===== config.mk =====
export PLATFORM = sky130hd
export DESIGN_NAME = life_frame_controller
export DESIGN_NICKNAME = d
export VERILOG_FILES = /design/src/rtl/life_frame_controller.sv
export SDC_FILE = /design/constraint.sdc
export NUM_CORES = 1
export LEC_CHECK = 0
export CAP_MARGIN = 20
export CORE_ASPECT_RATIO = 0.6
export CORE_MARGIN = 2
export CORE_UTILIZATION = 45
export CTS_CLUSTER_DIAMETER = 80
export DETAILED_ROUTE_END_ITERATION = 10
export GPL_TIMING_DRIVEN = 1
export MAX_ROUTING_LAYER = met4
export PLACE_DENSITY = 0.8
export SETUP_SLACK_MARGIN = 0.4
export SLEW_MARGIN = 15
export SYNTH_ARGS = -nofsm -noshare
export SYNTH_HDL_FRONTEND = slang
export SYNTH_SLANG_ARGS = --single-unit

===== constraint.sdc =====
create_clock -name clk -period 2.4 [get_ports clk]
set_clock_uncertainty 0.1 [all_clocks]
set_input_delay 0.36 -clock clk [delete_from_list [all_inputs] [get_ports clk]]
set_output_delay 0.36 -clock clk [all_outputs]
set_load 0.02 [all_outputs]

===== src/rtl/life_frame_controller.sv =====
// Raster timing generator and generation-step sequencer for the life PE array.
// Steps are only ever issued at vertical-blank start so the displayed frame never tears.
module life_frame_controller #(
  parameter int H_ACTIVE       = 1280,
  parameter int H_FP           = 48,
  parameter int H_SYNC         = 112,
  parameter int H_BP           = 248,
  parameter int V_ACTIVE       = 1024,
  parameter int V_FP           = 1,
  parameter int V_SYNC         = 3,
  parameter int V_BP           = 38,
  parameter int FRAMES_PER_GEN = 30
) (
  input  logic        clk,
  input  logic        reset,
  input  logic        run,
  input  logic        step_req,
  input  logic        pe_done,
  output logic [10:0] x,
  output logic [10:0] y,
  output logic        hsync,
  output logic        vsync,
  output logic        active,
  output logic        pe_step,
  output logic [15:0] gen_count,
  output logic        overrun
);

  localparam int H_TOTAL = H_ACTIVE + H_FP + H_SYNC + H_BP;
  localparam int V_TOTAL = V_ACTIVE + V_FP + V_SYNC + V_BP;
  localparam int DIV_W   = (FRAMES_PER_GEN > 1) ? $clog2(FRAMES_PER_GEN) : 1;

  localparam logic [10:0] X_LAST   = 11'(H_TOTAL - 1);
  localparam logic [10:0] Y_LAST   = 11'(V_TOTAL - 1);
  localparam logic [10:0] X_VIS    = 11'(H_ACTIVE);
  localparam logic [10:0] Y_VIS    = 11'(V_ACTIVE);
  localparam logic [10:0] Y_PRE_VB = 11'(V_ACTIVE - 1);
  localparam logic [10:0] HS_START = 11'(H_ACTIVE + H_FP);
  localparam logic [10:0] HS_END   = 11'(H_ACTIVE + H_FP + H_SYNC);
  localparam logic [10:0] VS_START = 11'(V_ACTIVE + V_FP);
  localparam logic [10:0] VS_END   = 11'(V_ACTIVE + V_FP + V_SYNC);
  localparam logic [DIV_W-1:0] DIV_LAST = DIV_W'(FRAMES_PER_GEN - 1);

  localparam logic [0:0] IDLE      = 1'b0;
  localparam logic [0:0] WAIT_DONE = 1'b1;

  logic [10:0]      x_q, x_d, y_q, y_d;
  logic             hsync_q, hsync_d, vsync_q, vsync_d, active_q, active_d;
  logic             pe_step_q, pe_step_d;
  logic [15:0]      gen_q, gen_d;
  logic             overrun_q, overrun_d;
  logic [0:0]       state_q, state_d;
  logic [DIV_W-1:0] div_q, div_d;
  logic             armed_q, armed_d;
  logic             pending_q, pending_d;

  logic xWrap, frameWrap, vblankStart, autoFire, issue;

  always_comb begin
    xWrap       = (x_q == X_LAST);
    frameWrap   = xWrap && (y_q == Y_LAST);
    vblankStart = xWrap && (y_q == Y_PRE_VB);

    x_d = xWrap ? 11'd0 : x_q + 11'd1;
    y_d = y_q;
    if (xWrap) y_d = frameWrap ? 11'd0 : y_q + 11'd1;

    // Sync/active are computed from the next coordinates so they line up with x/y.
    hsync_d  = (x_d >= HS_START) && (x_d < HS_END);
    vsync_d  = (y_d >= VS_START) && (y_d < VS_END);
    active_d = (x_d < X_VIS) && (y_d < Y_VIS);

    autoFire = vblankStart && run && (div_q == DIV_LAST);
    div_d    = div_q;
    if (vblankStart && run) div_d = autoFire ? '0 : div_q + DIV_W'(1);

    // A step armed while the array is still busy stays armed for a later vblank.
    issue     = vblankStart && (state_q == IDLE) && (armed_q || pending_q || autoFire);
    armed_d   = (armed_q || autoFire) && !issue;
    pending_d = (pending_q && !issue) || (step_req && !run);
    pe_step_d = issue;

    state_d   = state_q;
    gen_d     = gen_q;
    overrun_d = overrun_q;
    case (state_q)
      IDLE: begin
        if (issue) state_d = WAIT_DONE;
      end
      default: begin
        if (pe_done) begin
          state_d = IDLE;
          gen_d   = gen_q + 16'd1;
        end else if (frameWrap) begin
          overrun_d = 1'b1;
        end
      end
    endcase
  end

  always_ff @(posedge clk) begin
    if (reset) begin
      x_q       <= '0;
      y_q       <= '0;
      hsync_q   <= 1'b0;
      vsync_q   <= 1'b0;
      active_q  <= 1'b1;
      pe_step_q <= 1'b0;
      gen_q     <= '0;
      overrun_q <= 1'b0;
      state_q   <= IDLE;
      div_q     <= '0;
      armed_q   <= 1'b0;
      pending_q <= 1'b0;
    end else begin
      x_q       <= x_d;
      y_q       <= y_d;
      hsync_q   <= hsync_d;
      vsync_q   <= vsync_d;
      active_q  <= active_d;
      pe_step_q <= pe_step_d;
      gen_q     <= gen_d;
      overrun_q <= overrun_d;
      state_q   <= state_d;
      div_q     <= div_d;
      armed_q   <= armed_d;
      pending_q <= pending_d;
    end
  end

  assign x         = x_q;
  assign y         = y_q;
  assign hsync     = hsync_q;
  assign vsync     = vsync_q;
  assign active    = active_q;
  assign pe_step   = pe_step_q;
  assign gen_count = gen_q;
  assign overrun   = overrun_q;

endmodule

# Yosys cells after proc, flatten, opt, wreduce, memory -nomap -nowiden
# Cells that the tools add are included.
dict set report op_classes {
  addsub 4
  magnitude_cmp 6
  eq_ne 4
  n_mux 7
  bitwise_logic 2
  reduce_logical 20
}
# operator n
set op_table {}
lappend op_table {{$lt A11 B11 Y1 const B} 4}
lappend op_table {{$mux W11} 3}
lappend op_table {{$add A11 B1 Y11 const B} 2}
lappend op_table {{$eq A11 B11 Y1 const B} 2}
lappend op_table {{$ge A11 B11 Y1 const B} 2}
lappend op_table {{$add A16 B1 Y16 const B} 1}
lappend op_table {{$logic_and A1 B1 Y1} 12}
lappend op_table {{$eq A11 B10 Y1 const B} 1}
lappend op_table {{$add A5 B1 Y5 const B} 1}
lappend op_table {{$eq A5 B5 Y1 const B} 1}
lappend op_table {{$mux W5} 1}
lappend op_table {{$logic_or A1 B1 Y1} 4}
lappend op_table {{$mux W1} 3}
lappend op_table {{$reduce_and A3 Y1} 1}
lappend op_table {{$logic_not A1 Y1} 2}
lappend op_table {{$not A1 Y1} 2}
lappend op_table {{$reduce_and A2 Y1} 1}
dict set report word_totals {
  reg_bits 51
  input_bits 5
  output_inout_bits 43
  elab_cells 55
}

# Logic depth before layout (Yosys ltp)
dict set report logic_depth {
  depth_word 9
  mapped_depth 8
}

# Worst setup path before layout
# Ideal clock, no wire load.
dict set report synth_path {
  kind {register -> register}
  startpoint {register y_q[0], in the netlist y[0]}
  endpoint {register div_q[4]}
  setup_ns 0.071
  arrival_time_ns 2.135
  path_slack_ns 0.094
  path_stages_with_launch 7
  path_buffers 0
  path_cell_list {dfxtp_1 ha_1 nand3_1 nor4_4 nand3_1 or4_1 a21oi_1}
}
dict set report synth_between {
  elab_chain_len 5
}
# element line_no
set synth_lines {}
lappend synth_lines {{start: declaration} 47} ;# logic [10:0] x_q, x_d, y_q, y_d;
lappend synth_lines {{start signal: assignment} 117} ;# y_q <= y_d;
lappend synth_lines {{$eq A11 B10 Y1 *} 62} ;# vblankStart = xWrap && (y_q == Y_PRE_VB);
lappend synth_lines {{$logic_and A1 B1 Y1 *} 62}
lappend synth_lines {{$logic_and A1 B1 Y1 *} {73, 75}}
lappend synth_lines {{$logic_and A1 B1 Y1} 73} ;# autoFire = vblankStart && run && (div_q == DIV_LAST);
lappend synth_lines {{$mux W5} 75} ;# if (vblankStart && run) div_d = autoFire ? '0 : div_q + DIV_W'(1);
lappend synth_lines {{end signal: assignment} 125} ;# div_q <= div_d;
lappend synth_lines {{end: declaration} 53} ;# logic [DIV_W-1:0] div_q, div_d;
# Every way passes the cells marked *; elsewhere a longest branch is shown, timed or not.
# A chain may end at the register's enable or synchronous reset.

# Worst setup path in the final report
dict set report layout_path {
  startpoint {register x_q[6], in the netlist x[6]}
  endpoint {register div_q[4]}
}
dict set report layout_between {
  elab_chain_len 5
}
# element line_no
set layout_lines {}
lappend layout_lines {{start: declaration} 47}
lappend layout_lines {{start signal: assignment} 103} ;# x_q <= '0;
lappend layout_lines {{start signal: assignment} 116} ;# x_q <= x_d;
lappend layout_lines {{$eq A11 B11 Y1 *} 60} ;# xWrap = (x_q == X_LAST);
lappend layout_lines {{$logic_and A1 B1 Y1 *} 62}
lappend layout_lines {{$logic_and A1 B1 Y1 *} {73, 75}}
lappend layout_lines {{$logic_and A1 B1 Y1} 73}
lappend layout_lines {{$mux W5} 75}
# Marked as above.

==> results.toml <==
[run_status]
status = "complete, no violations"

[critical_path]
worstPathArrival_ns = 2.29
critPathTopFamily = "simple AND/OR/NAND/NOR gates"
crit_slowest_cell = "or4b_4"
path_class = "flip-flop to flip-flop"
cp_max_fo = 6
rr_startpoint = "x[6]$_SDFF_PP0_"
worstPathCellList = "or4b_4 > nor3_4 > nand3_4 > or4_1 > a21oi_1"
cp_num_buf_inv = 0
setup.worst_path.start_class = "flip-flop"
cp_num_cells = 5
reg2reg_to = "div_q[4]$_SDFFE_PP0P_"
end_kind = "flip-flop"
ff2ff_setup_slack_ns = 0.26
ff2ff_path_depth = 5
max_stage_delay_ns = 0.60
cp.required_ns = 2.55

[final_layout]
drive_above_1_share = 0.243
areaGrowthSynthToFinish_pct = 41.2
nets = 368
final_area_um2 = 3560
nFillCells = 432
antenna_cells = 0

[clock_tree]
root_buffer = "clkbuf_8"
cts-htree-levels = 2
postCtsHoldBufs = 0
cts_max_path_buffers = 2
cts_buffers = 5
clock_latency_ns = 0.32
cts.clk_slew.worst_paths_ns = 0.10
tritoncts = "done"
cts_sinks = 51

[logic_synthesis]
syn_area_um2 = 2520
ys.flop_type = "dfxtp_1"
ys_seq_area_frac = 0.405
netlist_instances = 289
synth-seq-cells = 51
avgSynthCellArea_um2 = 8.72
syn-num-nets = 300
async_flop_share = 0
synth_edf_count = 0
yosys_warnings = 0
synth.distinct_cells = 49

[sta]
finalCriticalPeriod_ns = 2.14
timing.hold.ws_ns = 0.399
setup-tns-final_ns = 0
setup_viol = 0
maxSlewViolCount = 0
max_freq_mhz = 467
rsz0062_at_grt = "yes"
finalCritPeriodShare = 0.892
finalHoldViolations = 0
tightest_slew_ns = 0.374
relSlewSlack = 0.748

[power_and_ir_drop]
peakVddDrop_mv = 0.264
seq_power_share = 0.555
comb_power_share = 0.036
switching_share = 0.229
p_clk_frac = 0.410
leakagePower_nw = 1.24
p_total_mw = 1.54
powerDensity_nw_per_um2 = 432
p_sw_mw = 0.353
p_int_mw = 1.19

[route]
vias = 2328
ant_nets = 0
drt-wirelength-per-cell_um = 15.5
drcViolationCount = 0
drt_iter0_markers = 100
viasPerCell = 5.45
routed_wl_um = 6620
dr.pass1.iters = 4

[floorplanning]
core.rowCount = 21
dieArea_um2 = 6230
die_h_um = 62.0
ios = 48
core_um2 = 5490
die_x_um = 101
initial_utilization = 0.459

[grt]
grt_pass1_vias = 2089
antenna_found_initial = 0
grt_pass1_wl_um = 10200
grt_usage = 0.223
grt_max_degree = 26
grt.overflow.total = 0

[place]
port_buffers = 47
place_congestion = 0.956
placedInstanceArea_um2 = 3130
place_hpwl_um = 4350

[worst_hold_path]
holdCritStartpoint = "overrun$_SDFFE_PP0P_"
hold_end = "overrun$_SDFFE_PP0P_"
hold_depth = 2
hold_class = "flip-flop to flip-flop"

[run]
maxCapViolations = 0
[layout by cell type, fill, tap and decap left out, types with 3 or more instances in the layout]
cell,n
clkdlybuf4s50_1,47
dfxtp_1,37
nor2_1,36
buf_4,24
nand2_1,18
nand3_1,16
xor2_1,16
xnor2_1,12
nor3_1,10
a21oi_1,10
inv_1,9
nand4_1,8
dfxtp_2,8
o21ai_0,6
dfxtp_4,6
and4_1,5
and3_1,5
or3_1,5
clkbuf_8,5
ha_1,4
nand4b_1,3
nand2_2,3
o21ai_2,3
a21oi_2,3
and2_1,3
nor3_2,3
nor4_2,3
[how the worst max path moves through the flow]
stage                                from                     to
after floorplan           y[6]$_SDFF_PP0_       vsync$_SDFF_PP0_
after global placement    x[5]$_SDFF_PP0_  div_q[4]$_SDFFE_PP0P_
after detailed placement  x[5]$_SDFF_PP0_  div_q[4]$_SDFFE_PP0P_
after CTS                 y[4]$_SDFF_PP0_       vsync$_SDFF_PP0_
after global routing      x[6]$_SDFF_PP0_       vsync$_SDFF_PP0_
final                     x[6]$_SDFF_PP0_  div_q[4]$_SDFFE_PP0P_
[cell usage after synthesis, types with 2 or more instances]
library cell | number | share of area
xor2_1 | 16 | 0.056
nor4_2 | 2 | 0.0099
xnor2_1 | 13 | 0.045
nand4_1 | 8 | 0.020
o21ai_0 | 9 | 0.018
o2111ai_1 | 2 | 0.0070
a21oi_1 | 13 | 0.026
or4b_4 | 2 | 0.011
nand2b_1 | 2 | 0.0050
dfxtp_1 | 51 | 0.41
and2_1 | 3 | 0.0074
ha_1 | 6 | 0.030
clkbuf_1 | 4 | 0.0060
inv_1 | 9 | 0.013
buf_2 | 7 | 0.014
a31oi_1 | 2 | 0.0050
nand4b_1 | 3 | 0.010
nor4_1 | 3 | 0.0074
or3_1 | 7 | 0.017
nor4_4 | 2 | 0.017
nor3_1 | 13 | 0.026
and4_1 | 5 | 0.017
nand2_1 | 21 | 0.031
a21o_1 | 3 | 0.0089
or2_2 | 2 | 0.0050
nand3_1 | 17 | 0.034
and3_1 | 5 | 0.012
nor2_1 | 38 | 0.057
[per-layer routing]
metal | vias to the layer above | GRT usage | routed length (µm)
li1 | 1162 | - | -
met1 | 1090 | 0.298 | 3310
met2 | 64 | 0.322 | 2890
met3 | 12 | 0.0436 | 291
met4 | 0 | 0.121 | 133
met5 | - | - | 0
[stage by stage]
stage	cells	util	setup WS, ns
finish	427	0.648	0.259
global route	427	0.648	0.182
CTS	426	0.629	0.300
detailed placement	403	0.570	0.128
global placement	403	0.570	0.170
floorplan	289	-	0.260
[worst min-delay path, delay by kind of cell (launching register included)]
kind / cells / cell delay (ns)
flops: 1 / 0.35
simple gates: 2 / 0.12
[timing repair]
action	4_1_cts	5_1_grt
setup endpoints to repair	18	23
resized for setup	23	22
pin swaps	13	8
setup buffers	15	1
[area by class of cell]
cell class | count | area (µm²) | share of cell area
clock buffers | 5 | 68.8 | 0.0193
clock inverters | 3 | 47.5 | 0.0134
inverters | 9 | 33.8 | 0.00950
multi-input cells | 216 | 1570 | 0.440
flip-flops and latches | 51 | 1050 | 0.296
well taps | 69 | 86.3 | 0.0243
repair buffers | 74 | 702 | 0.197
[cells by family after synthesis]
group,count (synthesis),share of synthesized area
AND/OR/NAND/NOR,141,0.316
multiplexers,1,0.00397
flip-flops,51,0.405
XOR/XNOR,29,0.101
buffers and inverters,22,0.0392
AO/OA/AOI/OAI,39,0.105
adder cells (fa/ha/maj),6,0.0298
[power groups by stage]
stage                     clock network (mW)  registers [mW]  logic [mW]
after CTS                              0.634           0.851      0.0508
after global routing                   0.664           0.854      0.0586
after detailed placement                   0           0.876      0.0500
final                                  0.630           0.853      0.0547
after floorplan                            0           0.881      0.0208
after global placement                     0           0.876      0.0498
[registers in the layout, indices dropped and copies added, names as in the netlist]
name / cells
active: 1
armed_q: 1
div_q: 5
gen_count: 16
hsync: 1
overrun: 1
pe_step: 1
pending_q: 1
state_q: 1
vsync: 1
x: 11
y: 11
Power figures use the tool's default switching activity.
